### src/rtl/first_done_collector_if.sv
// -----------------------------------------------------------------------------
// first_done_collector_if
//  Bundles the requester handshake, the worker launch/kill/done lines and the
//  response handshake of first_done_collector.
//  slave  : the collector's view (drives req_ready, launch*, kill, resp_*)
//  master : the environment's view (drives req_*, wk_*, resp_ready)
// -----------------------------------------------------------------------------
interface first_done_collector_if #(
   parameter int N_WORKERS = 2,
   parameter int DATA_W    = 4
);
   localparam int SRC_W = (N_WORKERS > 1) ? $clog2(N_WORKERS) : 1;

   logic                          req_valid;
   logic                          req_ready;
   logic [DATA_W-1:0]             req_data;
   logic [N_WORKERS-1:0]          launch;
   logic [DATA_W-1:0]             launch_data;
   logic [N_WORKERS-1:0]          wk_done;
   logic [N_WORKERS*DATA_W-1:0]   wk_data;
   logic [N_WORKERS-1:0]          kill;
   logic                          resp_valid;
   logic                          resp_ready;
   logic [DATA_W-1:0]             resp_data;
   logic [SRC_W-1:0]              resp_src;
   logic                          resp_timeout;

   modport slave (
      input  req_valid, req_data, wk_done, wk_data, resp_ready,
      output req_ready, launch, launch_data, kill,
             resp_valid, resp_data, resp_src, resp_timeout
   );

   modport master (
      output req_valid, req_data, wk_done, wk_data, resp_ready,
      input  req_ready, launch, launch_data, kill,
             resp_valid, resp_data, resp_src, resp_timeout
   );
endinterface

### src/rtl/first_done_collector.sv
// -----------------------------------------------------------------------------
// first_done_collector
//  Dispatches one job to N_WORKERS redundant workers, forwards the result of
//  the first (lowest-index on ties) worker to finish, and kills the losers.
//  A watchdog aborts the race after TIMEOUT RUN cycles and kills everyone.
// Ports
//  clk  : rising-edge clock
//  rst  : synchronous active-high reset (drops any job in flight, no kill)
//  bus  : first_done_collector_if.slave
//         req_valid/req_ready/req_data      job request handshake
//         launch/launch_data                start pulse and held job payload
//         wk_done/wk_data                   per-worker completion and result
//         kill                              abort pulse to losing workers
//         resp_valid/resp_ready             response handshake
//         resp_data/resp_src/resp_timeout   winning result, index, watchdog flag
// All outputs are registered.
// -----------------------------------------------------------------------------
module first_done_collector #(
   parameter int N_WORKERS = 2,
   parameter int DATA_W    = 4,
   parameter int TIMEOUT   = 15
) (
   input logic                  clk,
   input logic                  rst,
   first_done_collector_if.slave bus
);
   localparam int SRC_W = (N_WORKERS > 1) ? $clog2(N_WORKERS) : 1;
   localparam int TM_W  = $clog2(TIMEOUT + 1);

   typedef enum logic [2:0] {
      ST_IDLE   = 3'd0,
      ST_LAUNCH = 3'd1,
      ST_RUN    = 3'd2,
      ST_KILL   = 3'd3,
      ST_RESP   = 3'd4
   } state_t;

   state_t                state_r;
   logic [TM_W-1:0]       timer_r;
   logic                  req_ready_r;
   logic [N_WORKERS-1:0]  launch_r;
   logic [DATA_W-1:0]     launch_data_r;
   logic [N_WORKERS-1:0]  kill_r;
   logic                  resp_valid_r;
   logic [DATA_W-1:0]     resp_data_r;
   logic [SRC_W-1:0]      resp_src_r;
   logic                  resp_timeout_r;

   logic                  any_done_s;
   logic [SRC_W-1:0]      win_idx_s;
   logic [DATA_W-1:0]     win_data_s;
   logic [N_WORKERS-1:0]  loser_mask_s;

   // Lowest-index priority pick of the finishing worker and its result.
   always_comb begin
      any_done_s = |bus.wk_done;
      win_idx_s  = {SRC_W{1'b0}};
      // Scan downward so the lowest set index is the last one written.
      for (int i = N_WORKERS - 1; i >= 0; i--) begin
         win_idx_s = bus.wk_done[i] ? SRC_W'(i) : win_idx_s;
      end
      win_data_s   = bus.wk_data[win_idx_s*DATA_W +: DATA_W];
      loser_mask_s = ~(N_WORKERS'(1) << win_idx_s);
   end

   // Race controller FSM with registered outputs.
   always_ff @(posedge clk) begin
      if (rst) begin
         state_r        <= ST_IDLE;
         timer_r        <= {TM_W{1'b0}};
         req_ready_r    <= 1'b1;
         launch_r       <= {N_WORKERS{1'b0}};
         launch_data_r  <= {DATA_W{1'b0}};
         kill_r         <= {N_WORKERS{1'b0}};
         resp_valid_r   <= 1'b0;
         resp_data_r    <= {DATA_W{1'b0}};
         resp_src_r     <= {SRC_W{1'b0}};
         resp_timeout_r <= 1'b0;
      end else begin
         case (state_r)
            ST_IDLE: begin
               kill_r <= {N_WORKERS{1'b0}};
               if (bus.req_valid) begin
                  // Launch pulse is raised on the accept edge so it is high
                  // for exactly the LAUNCH cycle.
                  launch_data_r <= bus.req_data;
                  launch_r      <= {N_WORKERS{1'b1}};
                  req_ready_r   <= 1'b0;
                  state_r       <= ST_LAUNCH;
               end else begin
                  launch_r    <= {N_WORKERS{1'b0}};
                  req_ready_r <= 1'b1;
               end
            end
            ST_LAUNCH: begin
               launch_r <= {N_WORKERS{1'b0}};
               timer_r  <= {TM_W{1'b0}};
               state_r  <= ST_RUN;
            end
            ST_RUN: begin
               // A done wins over a watchdog expiry in the same cycle.
               if (any_done_s) begin
                  resp_data_r    <= win_data_s;
                  resp_src_r     <= win_idx_s;
                  resp_timeout_r <= 1'b0;
                  kill_r         <= loser_mask_s;
                  state_r        <= ST_KILL;
               end else if (timer_r == TM_W'(TIMEOUT - 1)) begin
                  resp_data_r    <= {DATA_W{1'b0}};
                  resp_src_r     <= {SRC_W{1'b0}};
                  resp_timeout_r <= 1'b1;
                  kill_r         <= {N_WORKERS{1'b1}};
                  state_r        <= ST_KILL;
               end else begin
                  timer_r <= timer_r + TM_W'(1);
               end
            end
            ST_KILL: begin
               kill_r       <= {N_WORKERS{1'b0}};
               resp_valid_r <= 1'b1;
               state_r      <= ST_RESP;
            end
            ST_RESP: begin
               // Result is frozen here; wk_done is not looked at.
               if (bus.resp_ready) begin
                  resp_valid_r <= 1'b0;
                  req_ready_r  <= 1'b1;
                  state_r      <= ST_IDLE;
               end else begin
                  resp_valid_r <= 1'b1;
               end
            end
            default: begin
               state_r      <= ST_IDLE;
               launch_r     <= {N_WORKERS{1'b0}};
               kill_r       <= {N_WORKERS{1'b0}};
               resp_valid_r <= 1'b0;
               req_ready_r  <= 1'b1;
            end
         endcase
      end
   end

   assign bus.req_ready    = req_ready_r;
   assign bus.launch       = launch_r;
   assign bus.launch_data  = launch_data_r;
   assign bus.kill         = kill_r;
   assign bus.resp_valid   = resp_valid_r;
   assign bus.resp_data    = resp_data_r;
   assign bus.resp_src     = resp_src_r;
   assign bus.resp_timeout = resp_timeout_r;
endmodule

### src/flat_wrapper.sv
// flat-port wrapper written by rule: the top's interface ports become plain ports
module first_done_collector_flat 
#(
   parameter int N_WORKERS = 2,
   parameter int DATA_W    = 4,
   parameter int TIMEOUT   = 15
)
  (clk, rst, bus_req_valid, bus_req_data, bus_wk_done, bus_wk_data, bus_resp_ready, bus_req_ready, bus_launch, bus_launch_data, bus_kill, bus_resp_valid, bus_resp_data, bus_resp_src, bus_resp_timeout);
  first_done_collector_if #(.N_WORKERS(N_WORKERS), .DATA_W(DATA_W)) bus_i ();
  input logic clk;
  input logic rst;
  input wire logic [$bits(bus_i.req_valid)-1:0] bus_req_valid;
  input wire logic [$bits(bus_i.req_data)-1:0] bus_req_data;
  input wire logic [$bits(bus_i.wk_done)-1:0] bus_wk_done;
  input wire logic [$bits(bus_i.wk_data)-1:0] bus_wk_data;
  input wire logic [$bits(bus_i.resp_ready)-1:0] bus_resp_ready;
  output wire logic [$bits(bus_i.req_ready)-1:0] bus_req_ready;
  output wire logic [$bits(bus_i.launch)-1:0] bus_launch;
  output wire logic [$bits(bus_i.launch_data)-1:0] bus_launch_data;
  output wire logic [$bits(bus_i.kill)-1:0] bus_kill;
  output wire logic [$bits(bus_i.resp_valid)-1:0] bus_resp_valid;
  output wire logic [$bits(bus_i.resp_data)-1:0] bus_resp_data;
  output wire logic [$bits(bus_i.resp_src)-1:0] bus_resp_src;
  output wire logic [$bits(bus_i.resp_timeout)-1:0] bus_resp_timeout;
  assign bus_i.req_valid = bus_req_valid;
  assign bus_i.req_data = bus_req_data;
  assign bus_i.wk_done = bus_wk_done;
  assign bus_i.wk_data = bus_wk_data;
  assign bus_i.resp_ready = bus_resp_ready;
  assign bus_req_ready = bus_i.req_ready;
  assign bus_launch = bus_i.launch;
  assign bus_launch_data = bus_i.launch_data;
  assign bus_kill = bus_i.kill;
  assign bus_resp_valid = bus_i.resp_valid;
  assign bus_resp_data = bus_i.resp_data;
  assign bus_resp_src = bus_i.resp_src;
  assign bus_resp_timeout = bus_i.resp_timeout;
  first_done_collector #(.N_WORKERS(N_WORKERS), .DATA_W(DATA_W), .TIMEOUT(TIMEOUT)) u_core (.clk(clk), .rst(rst), .bus(bus_i));
endmodule
### config.mk
export PLATFORM = sky130hd
export DESIGN_NAME = first_done_collector_flat
export DESIGN_NICKNAME = d
export VERILOG_FILES = /design/src/rtl/first_done_collector_if.sv /design/src/rtl/first_done_collector.sv /design/src/flat_wrapper.sv
export SDC_FILE = /design/constraint.sdc
export NUM_CORES = 1
export LEC_CHECK = 0
export ABC_AREA = 1
export CAP_MARGIN = 20
export CORE_MARGIN = 2
export CORE_UTILIZATION = 30
export DETAILED_ROUTE_END_ITERATION = 8
export PLACE_DENSITY_LB_ADDON = 0.05
export SLEW_MARGIN = 0
export SYNTH_ARGS = -nofsm -noshare
export SYNTH_HDL_FRONTEND = slang
export SYNTH_SLANG_ARGS = --single-unit
### constraint.sdc
create_clock -name clk -period 1.7 [get_ports clk]
set_input_delay 0.34 -clock clk [delete_from_list [all_inputs] [get_ports clk]]
set_output_delay 0.34 -clock clk [all_outputs]
set_load 0.02 [all_outputs]
==> flow_summary.json <==
{
  "clock.fmax_mhz": 617,
  "path_depth": 1,
  "worst_pin_slew_ps": 317,
  "critPathArrivalTime_ps": 1280,
  "drc": 0,
  "syn_inst": 139,
  "gp_congestion": 0.701,
  "final_common_cell": "nand2_1",
  "synthToLayoutAreaGrowth_pct": 44.8,
  "fin_area_sq_mm": 0.00146,
  "hpwl_microns": 1740,
  "grt_pass1_vias": 861,
  "crit_fanout": 2,
  "worstSetupStartpointType": "flip-flop",
  "cpMaxStageDelayCell": "clkdlybuf4s50_1",
  "power.density_mw_per_mm2": 933,
  "period_share_pct": 95.3,
  "drive_gt1_share_pct": 10.3,
  "start_util_pct": 30.6,
  "synth.net_count": 159,
  "critPathTopFamily": "buffers and inverters",
  "vdd_drop_max_mv": 0.516,
  "dr.pass1.iters": 4,
  "io_buffer_count": 33,
  "drtIter0Drc": 26,
  "htree_levels": 1,
  "cap_violations": 0,
  "vias_per_cell": 4.34,
  "final_hold_viol_count": 0,
  "synth_compound_area_share_pct": 13.6,
  "clock_path_buffers": 2,
  "nets": 196,
  "worstSetupPathType": "reg -> out",
  "cts_tree": "done",
  "required_ps": 1360,
  "rows": 21,
  "timing.final.crit_period_ps": 1620,
  "finalWirelength_microns": 2320,
  "max_stage_delay_ps": 600,
  "grt-ovfl-total": 0,
  "crit_chain": "clkdlybuf4s50_1",
  "antenna_found_initial": 0,
  "wl_per_cell_microns": 10.5,
  "slew_violations": 0,
  "cts_root_buffer": "clkbuf_4",
  "yosys.area_share.adder_pct": 2.49,
  "grt_max_degree": 14,
  "placed_area_sq_mm": 0.00139,
  "synth.area.mux_share_pct": 0,
  "final_cell_mix": "nand2_1, clkdlybuf4s50_1, dfxtp_1",
  "die_h_microns": 61.9,
  "antenna_cells": 0,
  "hold_class": "reg -> reg",
  "fin_util_pct": 44.3,
  "post_cts_buffers": 0,
  "design.core.area_sq_mm": 0.00328,
  "netlist-cell-type-count": 23,
  "clk_pin_slew_ps": 130,
  "routed-via-count": 960,
  "dieArea_sq_mm": 0.00383,
  "path_buf_inv": 1,
  "chipWidth_microns": 61.9,
  "seq_area_frac_synth_pct": 43.8,
  "setup_viol": 0,
  "numCtsBuffers": 3,
  "ios": 34,
  "power.leakage_nw": 0.674,
  "skew_ps": 12.3,
  "numClockSinks": 22,
  "r2r_cells": 7,
  "track_usage_pct": 13.1,
  "yosys.area_share.simple_pct": 32.1,
  "synthXorXnorAreaFrac_pct": 0.871,
  "status": "finished, final reports clean",
  "yosys_warnings": 0,
  "grt_pass1_wl_microns": 3700,
  "insertion_delay_ps": 310,
  "synth_top_family_by_area": "simple AND/OR/NAND/NOR gates",
  "critPathCaptureType": "output pin",
  "p_total_mw": 1.36,
  "ys_seq_elements": 22,
  "tns_ps": 0,
  "syn_area_per_cell_sq_um": 7.24,
  "holdPathStages": 2,
  "slew_headroom_pct": 78.8,
  "rsz0062_at_grt": "false",
  "postRouteAntennaNets": 0,
  "synth_area_sq_mm": 0.00101
}
==> through the flow <==
step                      hold WS, ps  setup WS, ps  cells
after floorplan                   409           486    139
after global placement            432          78.2    217
after detailed placement          438          46.1    217
after CTS                         458          11.9    221
after global routing              479          1.88    221
final                             454          80.6    221
==> cell families (layout without fill, tap and decap cells) <==
logic type / after synthesis / after routing
simple gates: 70 / 70
xor+xnor: 1 / 1
flops: 22 / 22
fa+ha+maj: 2 / 2
compound gates: 26 / 26
buf+inv: 18 / 54
==> synthesized netlist by cell type, drive strengths merged <==
cell type	instances	area, sq um
a21oi	14	73.8
buf	1	7.51
clkbuf	2	7.51
clkinv	1	5.00
dfxtp	22	440
ha	2	25.0
inv	14	52.6
nand2	40	165
nand3	7	40.0
nand3b	1	7.51
nand4	3	18.8
nor2	18	82.6
o21ai	11	55.1
o21bai	1	7.51
or2	1	8.76
xor2	1	8.76
==> flip-flops by register name (all words and copies together), names as in the netlist <==
name / count
u_core.bus.resp_src: 1
u_core.bus.resp_data: 4
u_core.bus.kill: 2
u_core.bus.launch: 1
u_core.bus.resp_valid: 1
u_core.bus.launch_data: 4
u_core.timer_r: 4
u_core.state_r: 3
u_core.bus.resp_timeout: 1
u_core.bus.req_ready: 1
==> worst paths after layout <==
path,slack [ps],from,end
worst max register to register,300,u_core.timer_r[0],u_core.timer_r[3]
worst min register to register,450,u_core.bus.launch_data[2],u_core.bus.launch_data[2]
worst max-delay path,80,u_core.bus.resp_data[2],bus_resp_data[2]
worst min-delay path,450,u_core.bus.launch_data[2],u_core.bus.launch_data[2]
==> power breakdown <==
part	switching [mW]	internal [mW]	total [mW]
logic	0.193	0.165	0.358
clock network	0.165	0.238	0.403
registers	0.0342	0.563	0.597
total	0.392	0.966	1.36
==> worst register-to-register path, stage by stage (launching register included) <==
cell     delay [ps]
dfxtp_1         410
inv_1            90
ha_1            200
nand3_1         110
nand2_1         110
nor2_1          190
nand3_1          90
a21oi_1         140
==> final cells by class <==
| cell class | instances | area [sq um] |
|---|---|---|
| fill | 342 | 1830 |
| multi-input combinational | 99 | 493 |
| sequential | 22 | 440 |
| timing repair buffer | 35 | 355 |
| inverter | 15 | 57.6 |
| tap | 46 | 57.6 |
| clock inverter | 1 | 30.0 |
| clock buffer | 3 | 22.5 |
==> metal layers <==
layer / wire length (microns) / global-route usage, %
met5: 0 / 0
met4: 25 / 2.74
met3: 96 / 4.55
met2: 1130 / 21.5
met1: 1060 / 16.6
==> timing repair <==
action                     4_1_cts  5_1_grt
gates resized for setup          0        4
setup endpoints to repair        0        4
hold buffers                     0        0
Power figures use the tool's default switching activity.
